## config.mk

```make
export PLATFORM = sky130hd
export DESIGN_NAME = calc_sequencer_flat
export DESIGN_NICKNAME = d
export VERILOG_FILES = /design/src/rtl/calc_sequencer_if.sv /design/src/rtl/calc_sequencer.sv /design/src/flat_wrapper.sv
export SDC_FILE = /design/constraint.sdc
export NUM_CORES = 1
export LEC_CHECK = 0
export CORE_MARGIN = 5
export CORE_UTILIZATION = 42
export CTS_CLUSTER_DIAMETER = 200
export CTS_CLUSTER_SIZE = 30
export DETAILED_ROUTE_END_ITERATION = 8
export PLACE_DENSITY = 0.85
export SYNTH_ARGS = -nofsm -noshare
export SYNTH_HDL_FRONTEND = slang
export SYNTH_SLANG_ARGS = --single-unit
```

## constraint.sdc

```tcl
create_clock -name clock_i -period 1.8 [get_ports clock_i]
set_clock_uncertainty 0.05 [all_clocks]
set_input_delay 0.45 -clock clock_i [delete_from_list [all_inputs] [get_ports clock_i]]
set_output_delay 0.45 -clock clock_i [all_outputs]
set_load 0.01 [all_outputs]
```

## src/rtl/calc_sequencer_if.sv

```systemverilog
// calc_sequencer_if: keypad, display and shared-adder signals of the calculator sequencer.
`default_nettype none

interface calc_sequencer_if #(
   parameter int W = 32
);
   logic [15:0]  keys;
   logic         clear;
   logic         plus;
   logic         minus;
   logic         equal;
   logic [W-1:0] ibuf;
   logic [W-1:0] cbuf;
   logic         ovf;
   logic         busy;
   logic [W-1:0] add_a;
   logic [W-1:0] add_b;
   logic         add_cin;
   logic [W-1:0] add_sum;
   logic         add_cout;

   modport master (
      input  keys, clear, plus, minus, equal, add_sum, add_cout,
      output ibuf, cbuf, ovf, busy, add_a, add_b, add_cin
   );

   modport slave (
      output keys, clear, plus, minus, equal, add_sum, add_cout,
      input  ibuf, cbuf, ovf, busy, add_a, add_b, add_cin
   );
endinterface

`default_nettype wire

```

## src/rtl/calc_sequencer.sv

```systemverilog
// calc_sequencer: desk-calculator control FSM; edge-detects keys, builds hex operands
// and sequences an external adder for chained add/subtract into an accumulator.
`default_nettype none

module calc_sequencer #(
   parameter int DIGITS  = 8,
   parameter int ADD_LAT = 1
) (
   input  wire logic          clock_i,
   input  wire logic          reset_i,
   calc_sequencer_if.master   bus
);
   localparam int W  = 4 * DIGITS;
   localparam int NW = $clog2(DIGITS + 1);
   localparam int CW = $clog2(ADD_LAT + 2);
   localparam logic [NW-1:0] MAX_DIG = NW'(DIGITS);
   localparam logic [CW-1:0] LAT_CAP = CW'(ADD_LAT);
   localparam logic [CW-1:0] LAT_END = CW'(ADD_LAT + 1);

   typedef enum logic [1:0] {IDLE, ENTRY, ISSUE, WAIT} state_e;
   typedef enum logic [1:0] {P_NONE, P_ADD, P_SUB}     pend_e;

   state_e         state_q;
   pend_e          pend_q;
   pend_e          nxt_pend_q;
   logic [NW-1:0]  ndig_q;
   logic [W-1:0]   ibuf_q;
   logic [W-1:0]   cbuf_q;
   logic           ovf_q;
   logic           busy_q;
   logic [W-1:0]   add_a_q;
   logic [W-1:0]   add_b_q;
   logic           add_cin_q;
   logic           sub_q;
   logic [CW-1:0]  cnt_q;
   logic           keys_any_q;
   logic           plus_q;
   logic           minus_q;
   logic           equal_q;

   logic           keys_any_d;
   logic           digit_ev_d;
   logic           plus_ev_d;
   logic           minus_ev_d;
   logic           equal_ev_d;
   logic           op_ev_d;
   logic [3:0]     digit_d;
   pend_e          op_pend_d;

   assign keys_any_d = |bus.keys;
   assign digit_ev_d = keys_any_d & ~keys_any_q;
   assign plus_ev_d  = bus.plus  & ~plus_q;
   assign minus_ev_d = bus.minus & ~minus_q;
   assign equal_ev_d = bus.equal & ~equal_q;
   assign op_ev_d    = plus_ev_d | minus_ev_d | equal_ev_d;

   // Scan from the top so the lowest set key bit wins.
   always_comb begin
      digit_d = 4'd0;
      for (int i = 15; i >= 0; i--) begin
         if (bus.keys[i]) digit_d = 4'(i);
      end
   end

   always_comb begin
      op_pend_d = P_SUB;
      if (equal_ev_d)     op_pend_d = P_NONE;
      else if (plus_ev_d) op_pend_d = P_ADD;
   end

   always_ff @(posedge clock_i) begin
      if (reset_i) begin
         state_q    <= IDLE;
         pend_q     <= P_NONE;
         nxt_pend_q <= P_NONE;
         ndig_q     <= '0;
         ibuf_q     <= '0;
         cbuf_q     <= '0;
         ovf_q      <= 1'b0;
         busy_q     <= 1'b0;
         add_a_q    <= '0;
         add_b_q    <= '0;
         add_cin_q  <= 1'b0;
         sub_q      <= 1'b0;
         cnt_q      <= '0;
         keys_any_q <= 1'b1;
         plus_q     <= 1'b1;
         minus_q    <= 1'b1;
         equal_q    <= 1'b1;
      end else begin
         keys_any_q <= keys_any_d;
         plus_q     <= bus.plus;
         minus_q    <= bus.minus;
         equal_q    <= bus.equal;
         if (bus.clear) begin
            state_q <= IDLE;
            pend_q  <= P_NONE;
            ndig_q  <= '0;
            ibuf_q  <= '0;
            cbuf_q  <= '0;
            ovf_q   <= 1'b0;
            busy_q  <= 1'b0;
            cnt_q   <= '0;
         end else begin
            case (state_q)
               IDLE, ENTRY: begin
                  if (op_ev_d) begin
                     if (pend_q == P_NONE) begin
                        // With no operand typed, keep the accumulator so a result can be chained.
                        if (ndig_q != '0) cbuf_q <= ibuf_q;
                        ibuf_q  <= '0;
                        ndig_q  <= '0;
                        pend_q  <= op_pend_d;
                        state_q <= IDLE;
                     end else begin
                        add_a_q    <= cbuf_q;
                        add_b_q    <= (pend_q == P_SUB) ? ~ibuf_q : ibuf_q;
                        add_cin_q  <= (pend_q == P_SUB);
                        sub_q      <= (pend_q == P_SUB);
                        nxt_pend_q <= op_pend_d;
                        busy_q     <= 1'b1;
                        cnt_q      <= CW'(1);
                        state_q    <= ISSUE;
                     end
                  end else if (digit_ev_d) begin
                     if (ndig_q < MAX_DIG) begin
                        ibuf_q <= (ibuf_q << 4) | W'(digit_d);
                        ndig_q <= ndig_q + NW'(1);
                     end
                     state_q <= ENTRY;
                  end
               end
               ISSUE, WAIT: begin
                  if (cnt_q == LAT_CAP) begin
                     cbuf_q <= bus.add_sum;
                     ovf_q  <= ovf_q | (sub_q ? ~bus.add_cout : bus.add_cout);
                     ibuf_q <= '0;
                     ndig_q <= '0;
                     pend_q <= nxt_pend_q;
                  end
                  if (cnt_q == LAT_END) begin
                     busy_q  <= 1'b0;
                     state_q <= IDLE;
                  end else begin
                     cnt_q   <= cnt_q + CW'(1);
                     state_q <= WAIT;
                  end
               end
               default: state_q <= IDLE;
            endcase
         end
      end
   end

   assign bus.ibuf    = ibuf_q;
   assign bus.cbuf    = cbuf_q;
   assign bus.ovf     = ovf_q;
   assign bus.busy    = busy_q;
   assign bus.add_a   = add_a_q;
   assign bus.add_b   = add_b_q;
   assign bus.add_cin = add_cin_q;
endmodule

`default_nettype wire

```

## src/flat_wrapper.sv

```systemverilog
// flat-port wrapper written by rule: the top's interface ports become plain ports
module calc_sequencer_flat 
#(
   parameter int DIGITS  = 8,
   parameter int ADD_LAT = 1
)
  (clock_i, reset_i, bus_keys, bus_clear, bus_plus, bus_minus, bus_equal, bus_add_sum, bus_add_cout, bus_ibuf, bus_cbuf, bus_ovf, bus_busy, bus_add_a, bus_add_b, bus_add_cin);
  calc_sequencer_if #(.W(32)) bus_i ();
  input  wire logic clock_i;
  input  wire logic reset_i;
  input wire logic [$bits(bus_i.keys)-1:0] bus_keys;
  input wire logic [$bits(bus_i.clear)-1:0] bus_clear;
  input wire logic [$bits(bus_i.plus)-1:0] bus_plus;
  input wire logic [$bits(bus_i.minus)-1:0] bus_minus;
  input wire logic [$bits(bus_i.equal)-1:0] bus_equal;
  input wire logic [$bits(bus_i.add_sum)-1:0] bus_add_sum;
  input wire logic [$bits(bus_i.add_cout)-1:0] bus_add_cout;
  output wire logic [$bits(bus_i.ibuf)-1:0] bus_ibuf;
  output wire logic [$bits(bus_i.cbuf)-1:0] bus_cbuf;
  output wire logic [$bits(bus_i.ovf)-1:0] bus_ovf;
  output wire logic [$bits(bus_i.busy)-1:0] bus_busy;
  output wire logic [$bits(bus_i.add_a)-1:0] bus_add_a;
  output wire logic [$bits(bus_i.add_b)-1:0] bus_add_b;
  output wire logic [$bits(bus_i.add_cin)-1:0] bus_add_cin;
  assign bus_i.keys = bus_keys;
  assign bus_i.clear = bus_clear;
  assign bus_i.plus = bus_plus;
  assign bus_i.minus = bus_minus;
  assign bus_i.equal = bus_equal;
  assign bus_i.add_sum = bus_add_sum;
  assign bus_i.add_cout = bus_add_cout;
  assign bus_ibuf = bus_i.ibuf;
  assign bus_cbuf = bus_i.cbuf;
  assign bus_ovf = bus_i.ovf;
  assign bus_busy = bus_i.busy;
  assign bus_add_a = bus_i.add_a;
  assign bus_add_b = bus_i.add_b;
  assign bus_add_cin = bus_i.add_cin;
  calc_sequencer #(.DIGITS(DIGITS), .ADD_LAT(ADD_LAT)) u_core (.clock_i(clock_i), .reset_i(reset_i), .bus(bus_i));
endmodule
```

# Yosys cells after proc, flatten, opt, wreduce, memory -nomap -nowiden
# Cells that the tools add are included.
# word_totals
ff_bits	147
in_bits	55
out_inout_bits	131
# op_classes
add_sub_neg	2
n_lt_le_gt_ge	1
n_eq_ne	16
n_mux	54
bitwise_logic	16
n_reduce_logical	14
# ops
operator	count
$mux 32	10
$pmux 32 s2	2
$mux 4	21
$not 32->32	1
$or 32x4->32	1
$mux 2	12
$reduce_or 16->1	1
$pmux 2 s2	3
$reduce_and 4->1	3
$ne 2x1->1 const B	5
$reduce_and 3->1	3
$eq 2x2->1 const B	4
$pmux 4 s2	1
$not 1->1	7
$ne 3x1->1 const B	2
$reduce_or 2->1	3
$add 4x1->4 const B	1
$and 1x1->1	4
$eq 2x1->1 const B	2
$logic_not 2->1	2
$lt 4x4->1 const B	1
$mux 1	4
$ne 2x2->1 const B	2
$reduce_bool 4->1	1
other kinds (5)	7

# Longest topological paths before layout
# Gate-level depths: netlist of the first run.
# logic_depth
word_depth	21
depth_mapped	8
mapped_depth_nobuf	6

# Least setup slack after synthesis of the first run
# OpenSTA, ideal clock, no wires.
# synth_path
kind	input to register
start	input port bus_keys[3]
end	register u_core.ndig_q[0]
arrival_time_ns	1.744
path_slack_ns	-0.126
path_stages	7
n_path_buf	2
path_cell_list	or4_4 -> nand4bb_4 -> and3_1 -> buf_2 -> buf_6 -> nand2_1 -> a21oi_1
# synth_between
elab_chain_cells	4
# synth_lines
element	line	text
start: declaration	flat_wrapper.sv:11	input wire logic [$bits(bus_i.keys)-1:0] bus_keys;
$reduce_or 16->1	calc_sequencer.sv:50	assign keys_any_d = |bus.keys;
$and 1x1->1	calc_sequencer.sv:51	assign digit_ev_d = keys_any_d & ~keys_any_q;
$ne 3x1->1 (no source line)	--	
$reduce_and 4->1 (no source line)	--	
end signal: assignment	calc_sequencer.sv:128	ndig_q <= ndig_q + NW'(1);
end: declaration	calc_sequencer.sv:26	logic [NW-1:0] ndig_q;
# No other way between the ends.
# A chain may end at the register's enable or synchronous reset.

# Worst setup path after layout of the first run
# layout_path
start	register u_core.plus_q
end	register u_core.ibuf_q[21] (netlist: u_core.bus.ibuf[21])
# layout_between
elab_chain_cells	6
word_cells_on_any_way	10
cone_classes	3 x eq/ne; 2 x mux; 4 x bitwise; 1 x reduce/logical
# layout_lines
element	line	text
start: declaration	calc_sequencer.sv:37	logic plus_q;
start signal: assignment	calc_sequencer.sv:92	plus_q <= bus.plus;
$not 1->1 (*)	calc_sequencer.sv:52	assign plus_ev_d = bus.plus & ~plus_q;
$and 1x1->1 (*)	calc_sequencer.sv:52	
$or 1x1->1 (*) (2 in a row)	calc_sequencer.sv:55	assign op_ev_d = plus_ev_d | minus_ev_d | equal_ev_d;
$ne 3x1->1 (no source line) (tied with other cells)	--	
$reduce_and 4->1 (no source line) / $pmux 32 s2 (equally long branches)	--	
end signal: assignment	calc_sequencer.sv:127	ibuf_q <= (ibuf_q << 4) | W'(digit_d);
end: declaration	calc_sequencer.sv:27	logic [W-1:0] ibuf_q;
# Every way passes the cells marked *; elsewhere a longest branch is shown, timed or not.

==> key figures, run 1 <==
Outcome
  – Outcome: finished, violations left
  – Failing checks: negative setup slack

Run
  – Number of max-cap violations: 0

STA
  – Slew headroom: 57.47%
  – Minimum clock period: 1.875 ns
  – Fin. max-slew vios: 0
  – Max Fclk: 0.5334 GHz
  – Hold_ws: 0.3427 ns
  – Setup violations, final: 46
  – Final TNS setup: -1.165 ns
  – Final hold viol count: 0
  – Setup WS post-layout: -0.07480 ns
  – Worst-Margin Slew: 0.6380 ns
  – Period utilization: 104.2%
  – RSZ-0062 raised after global routing: true

Logic synthesis
  – Post-Syn Nets: 753
  – Async SR Flop Fraction: 0%
  – #FFs+latches synth: 146
  – Yosys Warn Count: 0
  – Cell variety after synth: 48
  – Register area share after synthesis: 47.57%
  – Most area-consuming cells after synthesis: dfxtp_1 48%, a211oi_1 8.1%, nand2_1 6.3%, a21oi_1 6.1%, mux2i_1 5.2%
  – Yosys top cell area share: 47.57%
  – Syn Std Cell Area: 6145 um^2
  – Avg Inst Size Synth: 8.854 um^2
  – Post-synth EDFFs: 0
  – Gate count after technology mapping: 694
  – Main synth FF type: dfxtp_1
  – Area leader, netlist: dfxtp_1

GRT
  – Pin count of the biggest net entering global routing: 62
  – Global-route wire length before repair: 29,820 um
  – GRT Overall Usage: 22.14%
  – Number of global-route vias before repair: 5,913
  – Grt total ovfl: 0
  – Initial antenna violation count: 0

Layout
  – ANT cells: 0
  – Final design utilization: 67.26%
  – Fin area: 9702 um^2
  – Nets@finish: 1,003
  – Commonest non-fill, non-tap cell in the layout: dfxtp_1
  – Layout Cells excl Fill: 1,140
  – Most frequent cells in the layout: 138 x dfxtp_1, 112 x dlygate4sd2_1, 99 x nand2_1, 77 x nor2_1, 73 x buf_4
  – Ratio of cells with drive above 1 in the final layout: 21.13%
  – Synth-to-layout area growth: 57.89%

Drt
  – Via count: 6,146
  – Post-route DRC: 0
  – Drt first pass iters: 5
  – Initial DRC count: 370
  – Average wire per cell in the routed design: 18.63 um
  – Final WL: 21,240 um
  – Vias per std cell: 5.391
  – Post-route antenna net violation count: 0

Clock tree
  – CTS Sinks: 146
  – Htree depth: 4
  – Clock Root Buffer: clkbuf_16
  – CTS buffer count: 17
  – Bufs on Longest Clock Path: 2
  – Clock-pin slew on the worst setup and hold paths: 0.06 ns
  – Clock latency on the worst-skew pair: 0.42 ns
  – CTS tree: yes
  – Hold buffers post-CTS: 0

Floorplan
  – Die area: 17,150 um^2
  – I/O Pins: 186
  – Chip width: 131.0 um
  – Core area: 14,420 um^2
  – Initial Util: 42.60%
  – Row count: 44
  – Die H: 131.0 um

Critical path
  – Critical setup path kind: register to register
  – WP data arrival: 2.09 ns
  – Setup crit start kind: register
  – Setup crit end kind: register
  – Crit-path max FO: 10
  – CP Data Required Time: 2.02 ns

Worst hold path
  – Hold Path Class: input port to register

Place
  – IO buf count: 185
  – Dpl cells: 1,080
  – GPL Wtd Cong: 0.8403
  – Post-DP Area: 8581 um^2
  – Detailed Place HPWL: 13,050 um

Power and ir drop
  – PD cells: 754.0 nW/um^2
  – Static leakage: 4.215 nW
  – Maximum vdd drop: 621.3 uV
-- where the power goes --
part           internal [W]  total [W]  switching (W)
Clock               0.00210    0.00340        0.00130
Combinational      0.000322   0.000641       0.000319
Sequential          0.00326    0.00328      0.0000154
-- path summary, 6_finish.rpt --
| path | startpoint | end | slack, ns | cells after the start |
|---|---|---|---|---|
| hold / removal | bus_minus | u_core.minus_q$_SDFF_PP1_ | 0.34 | 2 |
| setup reg to reg | u_core.plus_q$_SDFF_PP1_ | u_core.bus.ibuf[21]$_SDFFE_PP0P_ | -0.07 | 8 |
| setup / recovery | u_core.plus_q$_SDFF_PP1_ | u_core.bus.ibuf[21]$_SDFFE_PP0P_ | -0.07 | 8 |
| hold reg to reg | u_core.bus.add_a[17]$_SDFFE_PP0P_ | u_core.bus.add_a[17]$_SDFFE_PP0P_ | 0.40 | 2 |
-- through the flow --
step / power (W) / setup WS (ns)
after floorplan: 0.003595 / -0.1063
after global placement: 0.003920 / -0.5371
after detailed placement: 0.003932 / -0.5988
after CTS: 0.007286 / -0.09519
after global routing: 0.007528 / -0.1261
final: 0.007315 / -0.07480
-- cells in the mapped netlist, types with 2 or more instances --
cell type,number
o21ai_0,2
buf_12,4
dfxtp_1,146
nor2b_1,6
dlygate4sd1_1,2
nor2_1,78
or2_2,3
or4_4,2
buf_2,21
mux2i_1,32
or3_1,3
nor3_1,8
ha_1,4
xnor2_1,32
a21oi_1,75
buf_6,3
a311oi_1,2
or2_1,2
a31oi_1,2
inv_1,7
nand2b_1,5
nand2_1,103
a211oi_1,66
o21ai_1,3
nand3_1,34
nor4_4,2
clkbuf_1,25
buf_4,2
-- cell type report --
class / count / area, um^2
Multi-Input combinational cell: 487 / 3092
Sequential cell: 146 / 2933
Clock buffer: 25 / 475.5
Timing Repair Buffer: 285 / 2865
Fill cell: 1131 / 4722
Inverter: 7 / 26.28
Clock inverter: 6 / 80.08
Tap cell: 184 / 230.2
-- flip-flops by register name, summed over array words and instances, names as in the netlist --
signal and cells:
u_core.minus_q 1, u_core.bus.cbuf 32, u_core.state_q 1, u_core.sub_q 1, u_core.cnt_q 2, u_core.nxt_pend_q 2
u_core.bus.busy 1, u_core.bus.ibuf 32, u_core.equal_q 1, u_core.bus.add_b 32, u_core.pend_q 2, u_core.plus_q 1
u_core.bus.ovf 1, u_core.keys_any_q 1, u_core.ndig_q 4, u_core.bus.add_a 32
-- cells by family (layout without fill, tap and decap cells) --
kind of cell	count (synthesis)	in the layout	synth area share, %
xor+xnor	33	33	4.704
fa+ha+maj	4	4	0.8145
simple gates	255	258	19.14
compound gates	159	160	16.45
flops	146	146	47.57
buf+inv	65	323	6.109
mux	32	32	5.213
-- per-layer routing --
metal / track usage (%) / vias up / share of wire [%]
met5: 0 / - / 0
met4: 8.590 / 0 / 1.9
met3: 4.797 / 30 / 5.5
met2: 38.20 / 206 / 51
met1: 26.90 / 2992 / 42
li1: - / 2918 / -
-- critical path, cell delays in order, from the launching register on --
cell      delay, ns
dfxtp_1        0.33
nand2b_2       0.22
a311oi_2       0.40
buf_4          0.21
a21oi_4        0.05
buf_12         0.15
buf_12         0.14
nand3_1        0.09
a21oi_1        0.08
-- timing repair --
action / CTS / global route
setup buffers: 5 / 13
endpoints found under the setup margin: 198 / 102
pin swaps: 7 / 34
cloned: 6 / 7
gates resized for setup: 137 / 81
(Power assumes the default switching activity.)
==> run 2, diff against run 1 <==
--- a/config.mk
+++ b/config.mk
@@ -10,7 +10,8 @@
 export CTS_CLUSTER_DIAMETER = 200
 export CTS_CLUSTER_SIZE = 30
 export DETAILED_ROUTE_END_ITERATION = 8
-export PLACE_DENSITY = 0.85
+export PLACE_DENSITY_LB_ADDON = 0.08
+export SLEW_MARGIN = 0
 export SYNTH_ARGS = -nofsm -noshare
 export SYNTH_HDL_FRONTEND = slang
 export SYNTH_SLANG_ARGS = --single-unit
==> run 2 against run 1 <==
Net effect: the flow now finishes without violations; sequential share of layout area down 0.38 points; via count down 1.8%; clock-buffer cell count down 5; critical path depth unchanged; sequential power about the same; sequential cell count unchanged; worst hold slack better by 0.025 ns; setup slack better by 0.086 ns; power up 3.8%; critical endpoint is now u_core.bus.ibuf[6]$_SDFFE_PP0P_.
==> key figures, run 2 (synthesis results as in run 1) <==
Critical path
  – Crit-path slowest cell: or4_4
  – Critical setup path kind: input port to register
  – Crit-path max FO: 8 (-2)
  – Setup crit start kind: input port
  – Top delay family on crit path: simple AND/OR/NAND/NOR gates
  – CP Data Required Time: 2.04 ns (+0.02 ns)
  – Buf/Inv on CP: 3 (unchanged)
  – Worst-path cell chain: buf_2, or4_4, nand4bb_4, buf_6, buf_4, and3_4, nand2_1, a21oi_1
  – WP data arrival: 2.03 ns (-0.06 ns)
  – CP max stage delay: 0.53 ns (+0.13 ns)
  – Worst reg-to-reg setup slack: 0.04 ns (+0.11 ns)
  – Setup crit end kind: register

Floorplan
  – Die area: 17,150 um^2 (unchanged)
  – I/O Pins: 186 (unchanged)
  – Chip width: 131.0 um (unchanged)
  – Row count: 44 (unchanged)
  – Die H: 131.0 um (unchanged)
  – Core area: 14,420 um^2 (unchanged)
  – Initial Util: 42.60% (unchanged)

GRT
  – GR Util met2: 41.85% (+3.6 points)
  – Global-route wire length before repair: 32,710 um (+9.7%)
  – Number of global-route vias before repair: 6,093 (+3.0%)
  – Grt total ovfl: 0 (unchanged)
  – Most used routing layer in global routing: met2
  – Pin count of the biggest net entering global routing: 72 (+16%)
  – Routing usage on met1: 31.69% (+4.8 points)
  – GRT Overall Usage: 24.72% (+2.6 points)
  – Initial antenna violation count: 0 (unchanged)
  – GR Layer Usage met3: 5.122% (+0.33 points)

STA
  – Final hold viol count: 0 (unchanged)
  – Slew headroom: 66.55% (+9.1 points)
  – Max Fclk: 0.5591 GHz (+4.8%)
  – Final TNS setup: 0 ns (+1.165 ns)
  – RSZ-0062 raised after global routing: true
  – Minimum clock period: 1.789 ns (-0.08624 ns)
  – Worst-Margin Slew: 0.5017 ns (-0.1362 ns)
  – Period utilization: 99.36% (-4.8 points)
  – Fin. max-slew vios: 0 (unchanged)
  – Setup violations, final: 0 (-100%)

Place
  – Detailed Place HPWL: 12,720 um (-2.6%)
  – IO buf count: 185 (unchanged)
  – Dpl cells: 1,075 (-0.46%)
  – GPL Wtd Cong: 0.7766 (-7.6%)

Layout
  – Final design utilization: 68.14% (+0.88 points)
  – ANT cells: 0 (unchanged)
  – Layout Cells excl Fill: 1,135 (-0.44%)
  – Commonest non-fill, non-tap cell in the layout: dfxtp_1
  – Ratio of cells with drive above 1 in the final layout: 22.71% (+1.6 points)
  – Synth-to-layout area growth: 59.95%
  – Nets@finish: 998 (-0.50%)
  – Most frequent cells in the layout: 137 x dfxtp_1, 118 x dlygate4sd2_1, 94 x nand2_1, 77 x nor2_1, 65 x buf_4

Power and ir drop
  – Final Total Pwr: 0.007590 W (+3.8%)
  – Maximum vdd drop: 570.9 uV (-8.1%)
  – PD cells: 772.3 nW/um^2 (+2.4%)
  – Static leakage: 4.235 nW (+0.48%)

Run
  – Number of max-cap violations: 0 (unchanged)

Drt
  – Post-route antenna net violation count: 0 (unchanged)
  – Initial DRC count: 403 (+8.9%)
  – Average wire per cell in the routed design: 19.03 um (+2.1%)
  – Post-route DRC: 0 (unchanged)
  – Vias per std cell: 5.318 (-1.4%)
  – Final WL: 21,600 um (+1.7%)
  – Via count: 6,036 (-1.8%)
  – Drt first pass iters: 5 (unchanged)

Clock tree
  – CTS tree: yes
  – CTS buffer count: 17 (unchanged)
  – Clock-pin slew on the worst setup and hold paths: 0.06 ns (about the same)
  – Clock Root Buffer: clkbuf_16
  – Htree depth: 4 (unchanged)
  – Bufs on Longest Clock Path: 2 (unchanged)
  – CTS Sinks: 146 (unchanged)
  – Clock latency on the worst-skew pair: 0.42 ns (about the same)
  – Hold buffers post-CTS: 0 (unchanged)

Outcome
  – Outcome: finished, final reports clean

Worst hold path
  – Hold Path Class: input port to register
-- run 2: cell types whose count changed in the layout (fill, tap and decap cells not counted), moves of 4 or more --
cell            delta
clkbuf_2           -4
nand2_1            -5
buf_4              -8
a211oi_1          -13
clkbuf_16          -4
dlymetal6s2s_1     -5
clkbuf_1           -5
nand2_2            +5
buf_2              +6
dlygate4sd2_1      +6
buf_16             +7
a211oi_2          +13
-- run 2: timing repair --
action / CTS / global route
pin swaps: 39 / 18
buffers inserted: 15 / 3
setup endpoints to repair: 210 / 105
resized for setup: 189 / 67
gates cloned: 13 / 3
-- run 2: path summary, 6_finish.rpt --
path	start	to	cells past startpoint
worst max-delay path	bus_keys[0]	u_core.bus.ibuf[6]$_SDFFE_PP0P_	8
worst min-delay path	bus_keys[0]	u_core.bus.ibuf[0]$_SDFFE_PP0P_	4
worst max register to register	u_core.pend_q[0]$_SDFFE_PP0P_	u_core.bus.cbuf[17]$_SDFFE_PP0P_	7
worst min register to register	u_core.bus.add_a[10]$_SDFFE_PP0P_	u_core.bus.add_a[10]$_SDFFE_PP0P_	2
-- run 2: routing by layer --
| layer | share of wire, % | vias to the layer above |
|---|---|---|
| li1 | - | 2896 |
| met1 | 42 | 2894 |
| met2 | 50 | 214 |
| met3 | 6.6 | 32 |
| met4 | 1.9 | 0 |
| met5 | 0 | - |
-- run 2: through the flow --
step                      hold slack, ns  instance area (um^2)  setup slack [ns]
after floorplan                   0.3872                  6156           -0.1063
after CTS                         0.3567                  9599          -0.02107
after global placement            0.3914                  8543           -0.5448
after detailed placement          0.3966                  8543           -0.6196
after global routing              0.3707                  9828          -0.02174
final                             0.3677                  9828           0.01144
-- run 2: final cells by class --
cell class,instances,area (um^2)
well taps,184,230.2
multi-input cells,486,3152
clock inverters,11,160.2
repair buffers,281,2869
inverters,7,26.28
clock buffers,20,456.7
flip-flops and latches,146,2934
fillers,1226,4596
-- run 2: worst reg2reg max path, cell delays in order (launching register included) --
cell and delay [ns]:
dfxtp_1 0.31, or2_0 0.23, a311oi_2 0.25, buf_4 0.16, a22o_4 0.21, clkbuf_16 0.19
nor2_1 0.05, a211oi_1 0.22
-- run 2: where the power goes --
| group | switching [W] | internal [W] | total, W | leakage, nW |
|---|---|---|---|---|
| clock | 0.00134 | 0.00237 | 0.00371 | 0.301 |
| sequential | 0.0000162 | 0.00326 | 0.00328 | 1.18 |
| combinational | 0.000311 | 0.000294 | 0.000605 | 2.75 |
==> run 3, diff against run 2 <==
--- a/config.mk
+++ b/config.mk
@@ -5,6 +5,7 @@
 export SDC_FILE = /design/constraint.sdc
 export NUM_CORES = 1
 export LEC_CHECK = 0
+export CORE_ASPECT_RATIO = 1.25
 export CORE_MARGIN = 5
 export CORE_UTILIZATION = 42
 export CTS_CLUSTER_DIAMETER = 200
==> run 3 against run 2 <==
Net effect: the run now ends with negative setup slack left; sequential power about the same; first-iteration DRC count down 19%; register-to-register slack worse by 0.05 ns; critical path type is now register to register; critical endpoint is now u_core.bus.add_a[31]$_SDFFE_PP0P_; largest power group unchanged.
==> key figures, run 3 (synthesis results as in run 1) <==
Drt
  – Post-route antenna net violation count: 0 (unchanged)
  – Vias per std cell: 5.335 (+0.33%)
  – Via count: 6,061 (+0.41%)
  – Final WL: 20,830 um (-3.5%)
  – Drt first pass iters: 5 (unchanged)
  – Post-route DRC: 0 (unchanged)
  – Average wire per cell in the routed design: 18.34 um (-3.6%)
  – Initial DRC count: 325 (-19%)

Floorplan
  – Die area: 17,160 um^2 (about the same)
  – Row count: 49 (+11%)
  – Initial Util: 42.65% (+0.048 points)
  – Die H: 145.2 um (+11%)
  – I/O Pins: 186 (unchanged)
  – Chip width: 118.2 um (-9.8%)
  – Core area: 14,410 um^2 (-0.11%)

Layout
  – Final design utilization: 67.78% (-0.36 points)
  – Synth-to-layout area growth: 58.93%
  – Sequential cell area: 2934 um^2 (unchanged)
  – ANT cells: 0 (unchanged)
  – Layout Cells excl Fill: 1,136 (+0.088%)
  – Ratio of cells with drive above 1 in the final layout: 22.23% (-0.48 points)
  – Fillers: 1,187 (-3.2%)
  – Nets@finish: 1,005 (+0.70%)
  – Commonest non-fill, non-tap cell in the layout: dfxtp_1
  – Area of the multi-input gates: 3143 um^2 (-0.28%)
  – Most frequent cells in the layout: 137 x dfxtp_1, 127 x dlygate4sd2_1, 103 x nand2_1, 78 x nor2_1, 73 x buf_4

GRT
  – Initial antenna violation count: 0 (unchanged)
  – GRT Overall Usage: 22.25% (-2.5 points)
  – Pin count of the biggest net entering global routing: 73 (+1.4%)
  – Global-route wire length before repair: 31,460 um (-3.8%)
  – Grt total ovfl: 0 (unchanged)
  – Number of global-route vias before repair: 6,047 (-0.75%)

Clock tree
  – Bufs on Longest Clock Path: 2 (unchanged)
  – Clock Root Buffer: clkbuf_16
  – CTS tree: yes
  – CTS Sinks: 146 (unchanged)
  – Htree depth: 4 (unchanged)
  – CTS buffer count: 17 (unchanged)
  – Clock latency on the worst-skew pair: 0.42 ns (about the same)
  – Hold buffers post-CTS: 0 (unchanged)
  – Clock-pin slew on the worst setup and hold paths: 0.06 ns (about the same)

STA
  – Minimum clock period: 1.814 ns (+0.02558 ns)
  – Period utilization: 100.8% (+1.4 points)
  – RSZ-0062 raised after global routing: true
  – Hold_ws: 0.3225 ns (-0.04512 ns)
  – Slew headroom: 64.22% (-2.3 points)
  – Final hold viol count: 0 (unchanged)
  – Setup violations, final: 2 (+2)
  – Max Fclk: 0.5512 GHz (-1.4%)
  – Setup WS post-layout: -0.01414 ns (-0.02558 ns)
  – Worst-Margin Slew: 0.5348 ns (+0.03306 ns)
  – Fin. max-slew vios: 0 (unchanged)

Worst hold path
  – Hold Path End: u_core.minus_q$_SDFF_PP1_
  – Hold path cells: 2 (-2)
  – Hold Path Class: input port to register
  – Min-Delay Startpoint: bus_minus

Power and ir drop
  – Static leakage: 4.085 nW (-3.5%)
  – PD cells: 768.3 nW/um^2 (-0.51%)
  – Maximum vdd drop: 569.4 uV (-0.27%)

Critical path
  – Worst reg-to-reg setup slack: -0.01 ns (-0.05 ns)
  – Crit-path max FO: 16 (+8)
  – Critical setup path kind: register to register
  – FF-to-FF Start: u_core.plus_q$_SDFF_PP1_
  – Reg2Reg Capture Point: u_core.bus.add_a[31]$_SDFFE_PP0P_
  – Cell depth of the worst flop-to-flop path: 9 (+2)
  – CP Data Required Time: 2.10 ns (+0.06 ns)
  – Setup crit end kind: register
  – Setup crit start kind: register
  – WP data arrival: 2.11 ns (+0.08 ns)

Place
  – Dpl cells: 1,074 (-0.093%)
  – GPL Wtd Cong: 0.8199 (+5.6%)
  – Detailed Place HPWL: 13,070 um (+2.8%)
  – IO buf count: 185 (unchanged)

Outcome
  – Failing checks: negative setup slack
  – Outcome: finished, violations left

Run
  – Number of max-cap violations: 0 (unchanged)
[run 3: timing repair]
| item | 4_1_cts | 5_1_grt |
|---|---|---|
| buffers inserted | 16 | 8 |
| pin swaps | 19 | 18 |
| gates resized for setup | 181 | 53 |
| endpoints found under the setup margin | 252 | 110 |
| gates cloned | 6 | 7 |
[run 3: how the worst max path moves through the flow]
stage | startpoint | endpoint | slack [ns] | cells past startpoint
global placement | bus_keys[4] | u_core.bus.ibuf[31]$_SDFFE_PP0P_ | -0.56 | 7
detailed placement | bus_keys[4] | u_core.ndig_q[1]$_SDFFE_PP0P_ | -0.63 | 7
CTS | u_core.equal_q$_SDFF_PP1_ | u_core.bus.ibuf[2]$_SDFFE_PP0P_ | -0.08 | 6
finish | u_core.plus_q$_SDFF_PP1_ | u_core.bus.add_a[31]$_SDFFE_PP0P_ | -0.01 | 9
floorplan | bus_keys[4] | u_core.bus.ibuf[31]$_SDFFE_PP0P_ | -0.11 | 7
global route | u_core.equal_q$_SDFF_PP1_ | u_core.bus.ibuf[2]$_SDFFE_PP0P_ | -0.07 | 6
[run 3: power by group]
| group | switching (W) | internal, W |
|---|---|---|
| Clock | 0.00131 | 0.00228 |
| Combinational | 0.000314 | 0.000319 |
| Sequential | 0.0000168 | 0.00326 |
| Total | 0.00164 | 0.00586 |
[run 3: cell type report]
| class | count | area share (%) |
|---|---|---|
| clock buffers | 22 | 4.856 |
| clock inverters | 9 | 1.332 |
| inverters | 7 | 0.2691 |
| multi-input cells | 486 | 32.18 |
| flip-flops and latches | 146 | 30.04 |
| well taps | 178 | 2.281 |
| repair buffers | 288 | 29.03 |
[run 3: metal layers]
metal	GRT usage (%)	part of all wire, %	vias up
met5	0	0	-
met4	7.803	1.9	0
met3	5.138	5.2	32
met2	40.74	53	193
met1	25.00	40	2914
li1	-	-	2922
[run 3: critical path, cell delays in order (launching register included)]
cell       delay, ns
dfxtp_1         0.33
nand2b_1        0.18
buf_4           0.15
a31o_2          0.26
nor2_4          0.13
buf_12          0.15
buf_4           0.13
clkbuf_16       0.17
nand2_1         0.07
a21oi_1         0.12
[run 3: through the flow]
step | total power (W) | setup TNS (ns) | worst slack, ns | cell area, um^2
6_report | 0.007503 | -0.01635 | -0.01414 | 9766
5_1_grt | 0.007741 | -1.083 | -0.06560 | 9766
4_1_cts | 0.007496 | -0.5974 | -0.07800 | 9488
3_5_place_dp | 0.003942 | -72.81 | -0.6317 | 8636
3_3_place_gp | 0.003930 | -66.76 | -0.5603 | 8636
2_1_floorplan | 0.003595 | -3.164 | -0.1063 | 6156
